File: src/rtl/mpu_ebi_slave.sv
// mpu_ebi_slave
// Bridges the MCU's asynchronous EBI bus into the core clock domain and serves
// a four-register map: STATUS, DATA (pops the tag buffer), COUNT and CTRL.
// Each bus strobe is handled exactly once. The FSM parks in HOLD until both
// strobes are released, so a long strobe can never cause a second pop.

module mpu_ebi_slave #(
    parameter int READ_WIDTH   = 16,
    parameter int ADDR_WIDTH   = 2,
    parameter int SYNC_STAGES  = 2,
    parameter int READ_LATENCY = 1,
    parameter int COUNT_WIDTH  = 16
) (
    input  logic                  clk,
    input  logic                  rst,
    input  logic                  ebi_cs_n,
    input  logic                  ebi_rd_n,
    input  logic                  ebi_wr_n,
    input  logic [ADDR_WIDTH-1:0] ebi_addr,
    input  logic [READ_WIDTH-1:0] ebi_din,
    output logic [READ_WIDTH-1:0] ebi_dout,
    output logic                  ebi_doe,
    output logic                  rd_ena,
    input  logic                  rd_ready,
    input  logic [READ_WIDTH-1:0] rd_data,
    output logic                  irq
);

    // Synchroniser word: {cs_n, rd_n, wr_n, addr, din}. Strobes reset inactive (high).
    localparam int SYNC_W = 3 + ADDR_WIDTH + READ_WIDTH;
    localparam logic [SYNC_W-1:0] SYNC_RST = {3'b111, {(ADDR_WIDTH + READ_WIDTH){1'b0}}};

    // Latency down-counter: loaded on leaving POP, rd_data sampled when it expires.
    localparam int WAIT_W = (READ_LATENCY < 2) ? 1 : $clog2(READ_LATENCY + 1);
    localparam logic [WAIT_W-1:0] WAIT_LOAD = WAIT_W'(READ_LATENCY);

    localparam logic [1:0] ST_IDLE = 2'd0;
    localparam logic [1:0] ST_POP  = 2'd1;
    localparam logic [1:0] ST_WAIT = 2'd2;
    localparam logic [1:0] ST_HOLD = 2'd3;

    localparam logic [1:0] REG_STATUS = 2'd0;
    localparam logic [1:0] REG_DATA   = 2'd1;
    localparam logic [1:0] REG_COUNT  = 2'd2;
    localparam logic [1:0] REG_CTRL   = 2'd3;

    logic [SYNC_STAGES-1:0][SYNC_W-1:0] sync_q, sync_d;
    logic [SYNC_STAGES-1:0]             sync_vld_q, sync_vld_d;

    logic                  cs_s, rd_s, wr_s;
    logic [ADDR_WIDTH-1:0] addr_s;
    logic [READ_WIDTH-1:0] din_s;
    logic                  rd_act, wr_act;
    logic [1:0]            reg_sel;
    logic [READ_WIDTH-1:0] reg_word;

    logic [1:0]             state_q, state_d;
    logic [WAIT_W-1:0]      wait_q, wait_d;
    logic [READ_WIDTH-1:0]  dout_q, dout_d;
    logic                   doe_q, doe_d;
    logic                   rd_ena_q, rd_ena_d;
    logic                   rd_acc_q, rd_acc_d;
    logic                   armed_q, armed_d;
    logic                   irq_en_q, irq_en_d;
    logic                   underflow_q, underflow_d;
    logic [COUNT_WIDTH-1:0] pop_cnt_q, pop_cnt_d;
    logic                   unused_din;

    assign {cs_s, rd_s, wr_s, addr_s, din_s} = sync_q[SYNC_STAGES-1];
    assign rd_act  = ~cs_s & ~rd_s;
    assign wr_act  = ~cs_s & ~wr_s;
    assign reg_sel = addr_s[1:0];

    // Only CTRL bits 1:0 are writable.
    assign unused_din = ^din_s[READ_WIDTH-1:2];

    assign ebi_dout = dout_q;
    assign ebi_doe  = doe_q;
    assign rd_ena   = rd_ena_q;
    assign irq      = rd_ready & irq_en_q;

    // Shift the async bus through the synchroniser chain. sync_vld marks when
    // the last stage holds a real bus sample rather than its reset value.
    always_comb begin
        sync_d    = sync_q;
        sync_d[0] = {ebi_cs_n, ebi_rd_n, ebi_wr_n, ebi_addr, ebi_din};
        for (int i = 1; i < SYNC_STAGES; i++) begin
            sync_d[i] = sync_q[i-1];
        end
        sync_vld_d = {sync_vld_q[SYNC_STAGES-2:0], 1'b1};
    end

    // Read mux for the non-popping registers; CTRL is write-only and reads zero.
    always_comb begin
        reg_word = '0;
        case (reg_sel)
            REG_STATUS: reg_word[2:0] = {irq_en_q, underflow_q, rd_ready};
            REG_COUNT:  reg_word      = READ_WIDTH'(pop_cnt_q);
            default:    reg_word      = '0;
        endcase
    end

    // Access FSM: decode in IDLE, pop and wait for buffer data, then hold until release.
    always_comb begin
        state_d     = state_q;
        wait_d      = wait_q;
        dout_d      = dout_q;
        rd_acc_d    = rd_acc_q;
        armed_d     = armed_q;
        irq_en_d    = irq_en_q;
        underflow_d = underflow_q;
        pop_cnt_d   = pop_cnt_q;

        case (state_q)
            ST_IDLE: begin
                // After reset, a strobe that is still low must be released
                // before it can start an access.
                if (sync_vld_q[SYNC_STAGES-1] && !rd_act && !wr_act) begin
                    armed_d = 1'b1;
                end
                if (armed_q && rd_act) begin
                    // A read wins over a simultaneous write, which is dropped.
                    rd_acc_d = 1'b1;
                    if (reg_sel == REG_DATA) begin
                        if (rd_ready) begin
                            state_d = ST_POP;
                        end else begin
                            underflow_d = 1'b1;
                            dout_d      = '0;
                            state_d     = ST_HOLD;
                        end
                    end else begin
                        dout_d  = reg_word;
                        state_d = ST_HOLD;
                    end
                end else if (armed_q && wr_act) begin
                    rd_acc_d = 1'b0;
                    if (reg_sel == REG_CTRL) begin
                        irq_en_d = din_s[0];
                        if (din_s[1]) begin
                            pop_cnt_d   = '0;
                            underflow_d = 1'b0;
                        end
                    end
                    state_d = ST_HOLD;
                end
            end
            ST_POP: begin
                wait_d  = WAIT_LOAD;
                state_d = ST_WAIT;
            end
            ST_WAIT: begin
                if (wait_q <= WAIT_W'(1)) begin
                    dout_d    = rd_data;
                    pop_cnt_d = pop_cnt_q + 1'b1;
                    wait_d    = '0;
                    state_d   = ST_HOLD;
                end else begin
                    wait_d = wait_q - 1'b1;
                end
            end
            ST_HOLD: begin
                if (!rd_act && !wr_act) begin
                    state_d = ST_IDLE;
                end
            end
            default: state_d = ST_IDLE;
        endcase

        rd_ena_d = (state_d == ST_POP);
        doe_d    = (state_d == ST_HOLD) && rd_acc_d && rd_act;
    end

    // State and output registers.
    always_ff @(posedge clk) begin
        if (rst) begin
            sync_q      <= {SYNC_STAGES{SYNC_RST}};
            sync_vld_q  <= '0;
            state_q     <= ST_IDLE;
            wait_q      <= '0;
            dout_q      <= '0;
            doe_q       <= 1'b0;
            rd_ena_q    <= 1'b0;
            rd_acc_q    <= 1'b0;
            armed_q     <= 1'b0;
            irq_en_q    <= 1'b0;
            underflow_q <= 1'b0;
            pop_cnt_q   <= '0;
        end else begin
            sync_q      <= sync_d;
            sync_vld_q  <= sync_vld_d;
            state_q     <= state_d;
            wait_q      <= wait_d;
            dout_q      <= dout_d;
            doe_q       <= doe_d;
            rd_ena_q    <= rd_ena_d;
            rd_acc_q    <= rd_acc_d;
            armed_q     <= armed_d;
            irq_en_q    <= irq_en_d;
            underflow_q <= underflow_d;
            pop_cnt_q   <= pop_cnt_d;
        end
    end

endmodule

File: config.mk
export PLATFORM = sky130hd
export DESIGN_NAME = mpu_ebi_slave
export DESIGN_NICKNAME = d
export VERILOG_FILES = /design/src/rtl/mpu_ebi_slave.sv
export SDC_FILE = /design/constraint.sdc
export NUM_CORES = 1
export LEC_CHECK = 0
export ABC_AREA = 1
export BUFFER_PORTS_ARGS = -buffer_cell sky130_fd_sc_hd__buf_2
export CORE_MARGIN = 3
export CORE_UTILIZATION = 60
export CTS_BUF_LIST = sky130_fd_sc_hd__clkbuf_4
export CTS_CLUSTER_DIAMETER = 60
export DETAILED_ROUTE_END_ITERATION = 10
export PLACE_DENSITY = 0.89
export RECOVER_POWER = 25
export SYNTH_ARGS = -nofsm -noshare
export SYNTH_HDL_FRONTEND = slang
export SYNTH_SLANG_ARGS = --single-unit
File: constraint.sdc
create_clock -name clk -period 2.14 [get_ports clk]
set_input_delay 0.535 -clock clk [delete_from_list [all_inputs] [get_ports clk]]
set_output_delay 0.535 -clock clk [all_outputs]
set_load 0.005 [all_outputs]
**After elaboration in Yosys (flattened, before gate mapping)**

Cells that the tools add are included.

- Register bits: 85
- Memories: 0
- Memory bits (read-only): 0
- RAM bits: 0
- Output and inout port bits: 19
- Bits in latches: 0
- Input bits: 40
- Word-level logic and storage cells: 94

- Divide/modulo/power cells: 0
- $lt $le $gt $ge: 1
- Bitwise logic cells: 7
- Mux-type cells: 32
- Shift-type cells: 0
- Multipliers: 0
- Equal/unequal tests: 17
- Reduce and logical (&&, ||, !) cells: 21
- Add/sub/neg operators: 2

Operators by type and width:

| cell | count |
|---|---|
| 16-bit two-way mux | 9 |
| 16-bit one-hot mux with 2 select lines | 2 |
| 16-bit by 1-bit adder with 16-bit output, second input constant | 1 |
| 2-bit inequality test, second input constant | 7 |
| 13-bit two-way mux | 1 |
| 2-bit two-way mux | 6 |
| 6-bit AND reduction | 2 |
| 1-bit two-way mux | 11 |
| 2-bit equality test, second input constant | 5 |
| 2-bit nonzero test | 5 |
| 2-bit one-hot mux with 4 select lines | 1 |
| 4-bit AND reduction | 2 |
| 1-bit logical AND | 7 |
| 2-bit by 1-bit equality test with 1-bit output, second input constant | 3 |
| 3-bit one-hot mux with 2 select lines | 1 |
| 2-bit logical NOT | 2 |
| 1-bit inverter | 4 |
| 1-bit bitwise AND | 3 |
| 3-bit inequality test, second input constant | 1 |
| 1-bit logical NOT | 2 |
| 2-bit by 1-bit inequality test with 1-bit output, second input constant | 1 |
| 1-bit one-hot mux with 2 select lines | 1 |
| 2-bit AND reduction | 1 |
| 1-bit <= comparator, second input constant | 1 |
| 1-bit subtractor, second input constant | 1 |

**Logic depth before layout (Yosys ltp)**

- Depth in word-level cells: 9
- Gate-level depth with buffers: 10
- Depth with buffers taken out: 9

**Least setup slack after synthesis**

OpenSTA, ideal clock, no wires.

- Path kind: flip-flop to flip-flop
- Start: reg pop_cnt_q[0]
- End: reg pop_cnt_q[14]
- Library setup time: 0.114 ns
- Arrival: 1.196 ns
- Cell stages (with the launch flop): 9
- Required time: 2.026 ns
- Period minus slack after synthesis: 1.310 ns
- Path slack: 0.830 ns
- Path through: dfxtp_1 -> ha_1 -> nand2_1 -> nor2_1 -> nand2_1 -> nor2_1 -> nand3_1 -> nand2_1 -> nor2_1

- Longest elaborated chain between the ends: 3

RTL lines:

| what | RTL line | text |
|---|---|---|
| start, declared | 66 | `logic [COUNT_WIDTH-1:0] pop_cnt_q, pop_cnt_d;` |
| start signal, assigned | 201 | `pop_cnt_q <= pop_cnt_d;` |
| 16-bit by 1-bit adder with 16-bit output | 155 | `pop_cnt_d = pop_cnt_q + 1'b1;` |
| 16-bit two-way mux | 153 | `if (wait_q <= WAIT_W'(1)) begin` |
| 16-bit one-hot mux with 2 select lines | 114 | `case (state_q)` |

Every way passes these cells. The select of a mux whose other input is x is not followed.
A chain may end at the register's enable or synchronous reset.

**Final worst setup path**

- Start: reg state_q[1]
- End: reg pop_cnt_q[15]

- Longest elaborated chain between the ends: 3
- Elaborated cells on any way between the ends: 10
- Those cells by class: 6 x eq/ne; 1 x mux; 3 x reduce/logical

RTL lines:

| what | RTL line | text |
|---|---|---|
| start, declared | 57 | `logic [1:0] state_q, state_d;` |
| start signal, assigned | 192 | `state_q <= state_d;` |
| 2-bit equality test or 2-bit logical NOT (tied branches) | 114 |  |
| 2-bit inequality test (no line) or 2-bit nonzero test (tied branches) | -- |  |
| 6-bit AND reduction (no line) | -- |  |

Parallel ways exist; a longest one is shown, timed or not.

==> run metrics <==
status finished, final reports clean; Setup Viol. Count Final 0; DRC 0; Clk Latency, worst-skew pair 0.38 ns; diodes inserted 0; Synth area leaders dfxtp_1 (43%), nand2_1 (15%), nor2_1 (9.4%); CTS Buf Count 5; Mapped Nets 440; Pwr per Cell Area 560 mW/mm^2; RePlAce Congestion 0.904; post-route clock period utilization 75.6%; initial drt markers 160; Critical path origin state_q[1]; Max FO, Critical Path 6; clk_skew 0.0129 ns; vias 2513; row count 23; Die ar. 0.00522 sq mm; vias in the first global route 2254; layout net count 483; core area 0.00412 sq mm; RSZ-0062 raised after global routing false; Top Ports 59; maximum number of pins on one net before global-route repair 32; synth unique cells 21; commonest non-fill, non-tap cell in the layout nand2_1; Mean Syn Cell Area 6.60 sq um; Slew headroom 37.5%; DR pass1 iterations 6; TritonCTS Sinks 56; Buf/Inv on CP 1; WP data required 2.44 ns; max cap viols 0; WP data arrival 1.92 ns; final hold vios 0; HP Class in2reg; Initial Util 64.0%; Ys Warns 0; Slew Viols, Final 0; Clk pin slew, worst setup/hold paths 0.15 ns; area delta synth->final 10.9%; gr ovfl total 0; Die Ht 72.2 microns; final hold slack 0.344 ns; Leakage 1.40 nW; CP Class reg2reg; startpoint types flop; post-synth top area cell dfxtp_1; critical path's slowest cell dfxtp_1; DP HPWL 4.20 mm; CP Capture Type flop; fin crit period 1.62 ns; initial antenna violation count 0; setup TNS 0 ns; routed vias/inst 5.11; post-route ant nets 0; Avg WL per Cell 11.2 microns; WL final 5.53 mm; fmax 618 MHz; Post-Syn Area 0.00263 sq mm; Post-Syn Instances 399; CTS root buffer clkbuf_4; worst flop-to-flop path startpoint state_q[1]; Worst path max stage delay 0.41 ns; hold_sp ebi_wr_n; worst slew pin tran 0.937 ns; layout cells sized above 1 15.8%; critical path cell sequence nor2_1 > inv_1 > nor2_1 > nand3_1 > nand2_1 > nand2_1 > nand2_1 > nor2_1; gr usage total 23.2%; Chip Width 72.2 microns; CTS tree done; hold_buf cts 0; Finished Core Util 71.0%; Synth top area share 42.6%; commonest cells after routing, fill and taps aside nand2_1 (104), nor2_1 (66), dfxtp_1 (56); PostCTS Resize Cnt 0; Setup Buffers After CTS 0; #FFs+latches synth 56; Max IR drop VDD 319 uV; sequential fraction of the synthesis area 42.6%; global-route wire length before repair 9.68 mm; port bufs 44; clk buf depth 2; H-tree Lvls 2; CP top delay family simple AND/OR/NAND/NOR gates
kinds of logic (layout without fill, tap and decap cells):
kind of cell	after synthesis	count (layout)	synth area share (%)
AOI/OAI and AO/OA	52	52	11.1
adders and majority gates	1	1	0.475
buffers and inverters	71	114	11.4
DFF	56	56	42.6
and+or+nand+nor	219	219	34.5
metal layers:
layer	up-vias	routed length (microns)	GRT usage, %
li1	1331	-	-
met1	1093	2540	30.4
met2	81	2530	38.1
met3	8	371	4.43
met4	0	90	8.56
met5	-	0	0
through the flow:
step / setup slack, ns / power [mW] / instances / cell area (sq um)
6_report: 0.521 / 1.64 / 492 / 2920
4_1_cts: 0.542 / 1.65 / 492 / 2920
5_1_grt: 0.345 / 1.71 / 492 / 2920
3_5_place_dp: 0.466 / 1.23 / 485 / 2870
3_3_place_gp: 0.513 / 1.23 / 485 / 2870
2_1_floorplan: 0.830 / 1.18 / 399 / 2630
registers in the layout, indices dropped and copies added (netlist names), 2 cells and up:
register	flops
sync_vld_q	2
addr_s	2
pop_cnt_q	16
din_s	2
ebi_dout	16
sync_d	7
state_q	2
cell usage after synthesis, drive strengths merged:
cell,number
a21oi,21
or2,6
nor2,68
clkbuf,4
o31ai,12
buf,10
nand3,28
dfxtp,56
o21ai,18
ha,1
nand2,108
a31oi,1
nor3,6
nand4,3
inv,57
path summary, 6_finish.rpt:
check,endpoint,slack [ns],cells past startpoint
worst max-delay path,pop_cnt_q[15],0.52,8
worst min-delay path,sync_d[39],0.34,2
worst max register to register,pop_cnt_q[15],0.52,8
worst min register to register,din_s[1],0.41,2
final cells by class:
| class | count | area, sq um |
|---|---|---|
| Tap cell | 50 | 62.6 |
| Fill cell | 360 | 1190 |
| Sequential cell | 56 | 1120 |
| Timing Repair Buffer | 50 | 262 |
| Multi-Input combinational cell | 272 | 1210 |
| Clock buffer | 5 | 37.5 |
| Inverter | 57 | 214 |
| Clock inverter | 2 | 12.5 |
power breakdown:
part	switching, mW	leakage (nW)	total, mW	internal (mW)
clock	0.307	0.0287	0.428	0.121
sequential	0.0137	0.455	1.08	1.07
combinational	0.0729	0.913	0.125	0.0517
worst reg2reg max path, stage by stage (launching register included):
cell and delay (ns):
dfxtp_1 0.41, nor2_1 0.26, inv_1 0.12, nor2_1 0.17
nand3_1 0.27, nand2_1 0.15, nand2_1 0.06, nand2_1 0.06
nor2_1 0.04
Power figures use the tool's default switching activity.
